### src/rtl/ip_tx_arbiter.sv
// Round-robin arbiter sharing one IPv4 transmit packetiser between NUM_REQ result producers.
// Latches the winner's request, strobes the packetiser, and frees itself on the last MAC beat or on watchdog expiry.
module ip_tx_arbiter #(
    parameter int NUM_REQ        = 2,
    parameter int IP_ADDR_WIDTH  = 32,
    parameter int MAC_ADDR_WIDTH = 48,
    parameter int MSG_WIDTH      = 10,
    parameter int TIMEOUT_CYCLES = 1023,
    localparam int GRANT_WIDTH   = (NUM_REQ > 2) ? $clog2(NUM_REQ) : 1
) (
    input  logic                               ACLK,
    input  logic                               ARESET,
    input  logic [NUM_REQ-1:0]                 REQ_VALID,
    output logic [NUM_REQ-1:0]                 REQ_READY,
    input  logic [NUM_REQ*IP_ADDR_WIDTH-1:0]   REQ_IP_ADDRESS,
    input  logic [NUM_REQ*MAC_ADDR_WIDTH-1:0]  REQ_MAC_ADDRESS,
    input  logic [NUM_REQ*MSG_WIDTH-1:0]       REQ_MESSAGE,
    output logic [IP_ADDR_WIDTH-1:0]           TX_RECIPIENT_IP_ADDRESS,
    output logic [MAC_ADDR_WIDTH-1:0]          TX_RECIPIENT_MAC_ADDRESS,
    output logic [MSG_WIDTH-1:0]               TX_RECIPIENT_MESSAGE,
    output logic                               TX_START_IP_TXN,
    input  logic                               TX_READY_FOR_SEND,
    input  logic                               TX_MAC_DATA_VALID,
    input  logic                               TX_MAC_DATA_READY,
    input  logic                               TX_MAC_DATA_LAST,
    output logic                               BUSY,
    output logic [GRANT_WIDTH-1:0]             GRANT_ID,
    output logic                               TXN_DONE,
    output logic                               TIMEOUT_ERR
);

    typedef enum logic [1:0] {
        IDLE,
        LAUNCH,
        IN_FLIGHT
    } state_t;

    state_t                 state;
    state_t                 state_next;
    logic [GRANT_WIDTH-1:0] rr_ptr;
    logic [GRANT_WIDTH-1:0] winner;
    logic [GRANT_WIDTH-1:0] grant_inc;
    logic [GRANT_WIDTH:0]   scan_idx;
    logic [15:0]            wd_cnt;
    logic                   found;
    logic                   accept;
    logic                   last_beat;
    logic                   wd_expired;

    // Scan requesters starting at rr_ptr, wrapping, and keep the first valid one.
    always_comb begin
        found    = 1'b0;
        winner   = '0;
        scan_idx = '0;
        for (int i = 0; i < NUM_REQ; i++) begin
            scan_idx = {1'b0, rr_ptr} + (GRANT_WIDTH+1)'(i);
            if (scan_idx >= (GRANT_WIDTH+1)'(NUM_REQ)) begin
                scan_idx = scan_idx - (GRANT_WIDTH+1)'(NUM_REQ);
            end
            if (!found && REQ_VALID[scan_idx[GRANT_WIDTH-1:0]]) begin
                found  = 1'b1;
                winner = scan_idx[GRANT_WIDTH-1:0];
            end
        end
    end

    // Gating with ARESET keeps the accept strobe low while reset is held.
    assign accept     = (state == IDLE) && found && TX_READY_FOR_SEND && !ARESET;
    assign REQ_READY  = accept ? ({{(NUM_REQ-1){1'b0}}, 1'b1} << winner) : '0;
    assign last_beat  = TX_MAC_DATA_VALID && TX_MAC_DATA_READY && TX_MAC_DATA_LAST;
    assign wd_expired = (wd_cnt == 16'(TIMEOUT_CYCLES - 1));
    assign grant_inc  = (GRANT_ID == GRANT_WIDTH'(NUM_REQ - 1)) ? '0 : GRANT_ID + GRANT_WIDTH'(1);
    assign BUSY       = (state != IDLE);

    always_ff @(posedge ACLK or posedge ARESET) begin
        if (ARESET) begin
            state <= IDLE;
        end else begin
            state <= state_next;
        end
    end

    always_comb begin
        state_next      = state;
        TX_START_IP_TXN = 1'b0;
        case (state)
            IDLE: begin
                if (accept) begin
                    state_next = LAUNCH;
                end
            end
            LAUNCH: begin
                TX_START_IP_TXN = 1'b1;
                if (TX_READY_FOR_SEND) begin
                    state_next = IN_FLIGHT;
                end
            end
            IN_FLIGHT: begin
                if (last_beat || wd_expired) begin
                    state_next = IDLE;
                end
            end
            default: state_next = IDLE;
        endcase
    end

    // A last beat coinciding with watchdog expiry is a normal completion.
    always_ff @(posedge ACLK or posedge ARESET) begin
        if (ARESET) begin
            TX_RECIPIENT_IP_ADDRESS  <= '0;
            TX_RECIPIENT_MAC_ADDRESS <= '0;
            TX_RECIPIENT_MESSAGE     <= '0;
            GRANT_ID                 <= '0;
            rr_ptr                   <= '0;
            wd_cnt                   <= '0;
            TXN_DONE                 <= 1'b0;
            TIMEOUT_ERR              <= 1'b0;
        end else begin
            TXN_DONE <= 1'b0;
            if (accept) begin
                TX_RECIPIENT_IP_ADDRESS  <= REQ_IP_ADDRESS[winner*IP_ADDR_WIDTH +: IP_ADDR_WIDTH];
                TX_RECIPIENT_MAC_ADDRESS <= REQ_MAC_ADDRESS[winner*MAC_ADDR_WIDTH +: MAC_ADDR_WIDTH];
                TX_RECIPIENT_MESSAGE     <= REQ_MESSAGE[winner*MSG_WIDTH +: MSG_WIDTH];
                GRANT_ID                 <= winner;
            end
            if (state == LAUNCH) begin
                wd_cnt <= '0;
            end else if (state == IN_FLIGHT) begin
                if (last_beat) begin
                    TXN_DONE <= 1'b1;
                    rr_ptr   <= grant_inc;
                    wd_cnt   <= '0;
                end else if (wd_expired) begin
                    TIMEOUT_ERR <= 1'b1;
                    rr_ptr      <= grant_inc;
                    wd_cnt      <= '0;
                end else if (wd_cnt != 16'hFFFF) begin
                    wd_cnt <= wd_cnt + 16'd1;
                end
            end
        end
    end

endmodule

### config.mk
export PLATFORM = sky130hd
export DESIGN_NAME = ip_tx_arbiter
export DESIGN_NICKNAME = d
export VERILOG_FILES = /design/src/rtl/ip_tx_arbiter.sv
export SDC_FILE = /design/constraint.sdc
export NUM_CORES = 1
export LEC_CHECK = 0
export ABC_AREA = 1
export CAP_MARGIN = 20
export CORE_MARGIN = 2
export CORE_UTILIZATION = 40
export DETAILED_ROUTE_END_ITERATION = 7
export PLACE_DENSITY = 0.82
export SLEW_MARGIN = 20
export SYNTH_ARGS = -nofsm -noshare
export SYNTH_HDL_FRONTEND = slang
export SYNTH_SLANG_ARGS = --single-unit
### constraint.sdc
create_clock -name ACLK -period 4.8 [get_ports ACLK]
set_clock_uncertainty 0.2 [all_clocks]
set_input_delay 0.96 -clock ACLK [delete_from_list [all_inputs] [get_ports ACLK]]
set_output_delay 0.96 -clock ACLK [all_outputs]
set_load 0.02 [all_outputs]
# Word-level counts from Yosys, hierarchy flattened
# Cells that the tools add are included.
word_totals:
  regBits: 112
  input_bits: 188
  out_inout_bits: 97
  word_cells: 78
op_classes:
  addsub: 5
  mul: 2
  order_cmp: 4
  eq_ne: 7
  shifts: 4
  muxes: 27
  n_bitwise: 2
  n_reduce_logical: 18
op_table:
  columns: ["cell", "n"]
  rows:
  - ["$shiftx A96 B8 Y48", 1]
  - ["$mux W16", 5]
  - ["$shiftx A64 B7 Y32", 1]
  - ["$shiftx A20 B6 Y10", 1]
  - ["$mux W1", 17]
  - ["$add A16 B1 Y16 const B", 1]
  - ["$eq A16 B10 Y1 const B", 1]
  - ["$ne A16 B16 Y1 const B", 1]
  - ["$mux W2", 4]
  - ["$logic_and A1 B1 Y1", 6]
  - ["$ne A2 B2 Y1 const B", 3]
  - ["$pmux W2 S3", 1]
  - ["$reduce_and A3 Y1", 2]
  - ["$reduce_bool A2 Y1", 3]
  - ["$lt A1 B2 Y1 const B", 2]
  - ["$mul A1 B3 Y4 const B", 1]
  - ["$reduce_and A4 Y1", 1]
  - ["$reduce_bool A4 Y1", 1]
  - ["$mul A1 B2 Y3 const B", 1]
  - ["$add A1 B1 Y2 const B", 1]
  - ["$eq A2 B1 Y1 const B", 1]
  - ["$eq A2 B2 Y1 const B", 1]
  - ["$ge A1 B2 Y1 const B", 1]
  - ["$ge A2 B2 Y1 const B", 1]
  - ["8 further kinds", 11]

# Depth between registers and ports, before layout
logic_depth:
  depth_word: 13
  mapped_depth: 11
  mapped_depth_nobuf: 10

# Worst setup path after synthesis
# OpenSTA, ideal clock, no wires.
synth_path:
  path_type: "input to output"
  from: "in ARESET"
  to: "out REQ_READY[1]"
  t_arrival_ns: 3.275
  t_required_ns: 3.640
  setup_slack_ns: 0.365
  stages: 6
  n_path_buf: 1
  path_cell_list: "inv_2 -> nand3_1 -> nor2_1 -> nand3_1 -> inv_2 -> clkbuf_1"
synth_via:
  elab_chain_cells: 3
synth_lines:
  columns: ["element", "line", "source"]
  rows:
  - ["start, declared", "12", "input logic ARESET,"]
  - ["$logic_not A1 Y1 (no source line)", null, null]
  - ["$logic_and A1 B1 Y1", "68", "assign accept = (state == IDLE) && found && TX_READY_FOR_SEND && !ARESET;"]
  - ["$mux W2", "69", "assign REQ_READY = accept ? ({{(NUM_REQ-1){1'b0}}, 1'b1} << winner) : '0;"]
  - ["end, declared", "14", "output logic [NUM_REQ-1:0] REQ_READY,"]
# Every way passes these cells.

# Final worst setup path
# Same ends and word-level chain as after synthesis.

==> out/qor.yml <==
synth:
  ys_ff_latch: 112
  synth_top_cell_by_area: "dfrtp_1"
  synth_top_cell_area_share_pct: 52.3
  ys_types: 24
  ys.flop_type: "dfrtp_1"
  synth_area_um2: 5350
  synth.yosys.warnings: 0
  synth_enable_flop_cells: 0
  synth_cells: 705
  synthTopCellsByArea: "dfrtp_1 52%, nand2_1 26%, nand3_1 9.6%, nor2_1 2.5%, clkbuf_1 2.0%"
  avgSynthCellArea_um2: 7.59
  syn_nets: 899
  synth-seq-area-share_pct: 52.3
  async_flop_share_pct: 100
die:
  initial_core_util_pct: 40.8
  pin_count: 285
  die_h_um: 120
  core_area_um2: 13100
  dieArea_um2: 14300
  rows: 42
  die_w_um: 120
clock_network:
  cts-buffers-inserted: 9
  cts-htree-levels: 3
  tritoncts: "built"
  clk_path_buf_depth: 2
  holdBufCountCts: 0
  cts_resized: 0
  clock-root-buffer: "clkbuf_16"
  insertion_delay_ps: 350
  cts_setup_buffers: 0
  cts.sinks: 112
  clk_pin_slew_ps: 70
sta:
  slew_headroom_pct: 40.1
  fin_crit_ps: 3790
  finalSetupViolations: 0
  holdWs_ps: 283
  worstMarginPinSlew_ps: 898
  layout_setup_ws_ps: 1010
  hold_viol: 0
  rsz0062_at_grt: "no"
  slew_violations: 0
  clock.fmax_ghz: 0.264
  finalCritPeriodShare_pct: 79.0
  fin_setup_tns_ps: 0
finish:
  num_antenna_cells: 0
  final_cell_mix: "364 x nand2_1, 284 x clkdlybuf4s50_1, 112 x dfrtp_1"
  final_cells: 1156
  layout_commonest_cell: "nand2_1"
  nNetsFinal: 1170
  drive_gt1_share_pct: 3.78
  area_growth_pct: 62.0
setup_path:
  worstPathCellList: "clkdlybuf4s50_1 -> inv_4 -> nand3_1 -> nor2_1 -> nand3_1 -> inv_2 -> clkdlybuf4s50_1"
  worstSetupPathType: "in -> out"
  startpoint_type: "input pin"
  worstPathArrival_ps: 2630
  crit_path_max_incr_delay_ps: 620
  worst-path-buf-inv: 4
  endpoint_kind: "output port"
  cp.required_ps: 3640
  cp_max_fo: 3
  slowest_stage: "clkdlybuf4s50_1"
  cpLargestDelayFamily: "buffers and inverters"
placement:
  hpwl_um: 12700
  dp_cells: 1141
  port_buffers: 284
  dp_slack_ps: 998
  place_congestion: 0.827
power_and_ir_drop:
  ir_worst_vdd_mv: 0.265
  internal_power_uw: 2850
  powerDensity_nw_per_um2: 528
  comb_power_share_pct: 48.0
  p_switching_uw: 1730
  p_sw_share_pct: 37.8
  p_seq_share_pct: 34.0
  p_clk_share_pct: 18.0
  p_leak_uw: 0.00393
route:
  drtIter0Drc: 306
  wl_per_cell_um: 15.2
  routed_wl_um: 17500
  via_per_inst: 4.78
  ant_nets: 0
  via_count: 5520
  drcViolationCount: 0
  dr.pass1.iters: 5
global_route:
  grt_usage_pct: 24.8
  overflow: 0
  gr-max-usage-layer: "met2"
  grt_pass1_vias: 5310
  use_met3_pct: 6.13
  grt_pass1_wl_um: 27700
  grt_util_met1_pct: 31.6
  use_met2_pct: 40.6
  antenna_found_initial: 0
  grt_start_max_net_pins: 70
min_path:
  hold_path_class: "reg -> reg"
job:
  drv_cap: 0
run_status:
  outcome: "completed"
-- layout make-up --
| cell class | instances | area [um2] |
|---|---|---|
| Sequential cell | 112 | 2800 |
| Inverter | 23 | 88.8 |
| Clock inverter | 3 | 65.1 |
| Multi-Input combinational cell | 539 | 2330 |
| Tap cell | 176 | 220 |
| Clock buffer | 12 | 256 |
| Fill cell | 1106 | 4460 |
| Timing Repair Buffer | 291 | 2910 |
-- layer usage --
layer	part of all wire, %	wire (um)	up-vias
met5	0	0	-
met4	2.9	500	0
met3	7.4	1290	34
met2	49	8560	227
met1	41	7170	2518
li1	-	-	2741
-- power groups by stage --
stage	sequential, uW	clock, uW	combinational [uW]
2_1_floorplan	1990	0	679
3_3_place_gp	1550	0	2180
3_5_place_dp	1560	0	2210
4_1_cts	1560	842	2220
5_1_grt	1600	875	2370
6_report	1560	823	2200
-- flip-flops by register name, indices dropped and copies added, names as in the netlist --
| signal | count |
|---|---|
| wd_cnt | 16 |
| GRANT_ID | 1 |
| TX_RECIPIENT_MAC_ADDRESS | 48 |
| TX_RECIPIENT_MESSAGE | 10 |
| state | 2 |
| TX_RECIPIENT_IP_ADDRESS | 32 |
| rr_ptr | 1 |
| TXN_DONE | 1 |
| TIMEOUT_ERR | 1 |
-- cells in the mapped netlist (3+ instances only) --
master    instances
xnor2_1           3
xor2_1            4
nor2_2            3
nand2_1         364
nand2_2           3
ha_1              6
dfrtp_1         112
nor2_4            3
clkbuf_1         28
inv_1            19
inv_2             4
nor2_1           36
nand3_1         103
o21bai_1          4
-- through the flow --
| stage | utilization (%) | cell area [um2] | power, uW |
|---|---|---|---|
| final | 66.0 | 8670 | 4580 |
| after CTS | 66.0 | 8670 | 4620 |
| after global routing | 66.0 | 8670 | 4850 |
| after global placement | 63.6 | 8350 | 3730 |
| after floorplan | - | 5350 | 2670 |
| after detailed placement | 63.6 | 8350 | 3770 |
-- worst register-to-register path: cells and delay by family, from the launching register on --
kind / cells / cell delay (ps)
buf+inv: 4 / 1190
simple gates: 5 / 670
flops: 1 / 400
fa+ha+maj: 1 / 210
-- kinds of logic (layout without fill, tap and decap cells) --
group           after synthesis  count (layout)  share of synthesized area, %
xor+xnor                      7               7                          1.15
buf+inv                      54             329                          4.09
compound gates                9               9                          1.29
simple gates                517             517                          39.7
fa+ha+maj                     6               6                          1.40
flops                       112             112                          52.3
-- worst paths after layout --
check / from / endpoint / slack (ps) / cells after the start
max reg2reg: state[0]$_DFFE_PP0P_ / TX_RECIPIENT_MAC_ADDRESS[1]$_DFFE_PP0N_ / 2070 / 10
min: TIMEOUT_ERR$_DFFE_PP0P_ / TIMEOUT_ERR$_DFFE_PP0P_ / 280 / 2
min in group asynchronous: ARESET / TX_RECIPIENT_IP_ADDRESS[0]$_DFFE_PP0N_ / 960 / 3
min reg2reg: TIMEOUT_ERR$_DFFE_PP0P_ / TIMEOUT_ERR$_DFFE_PP0P_ / 280 / 2
max: ARESET / REQ_READY[1] / 1010 / 7
max in group asynchronous: ARESET / TX_RECIPIENT_IP_ADDRESS[23]$_DFFE_PP0N_ / 2130 / 4
Note: power is estimated with default switching activity, not from simulation.
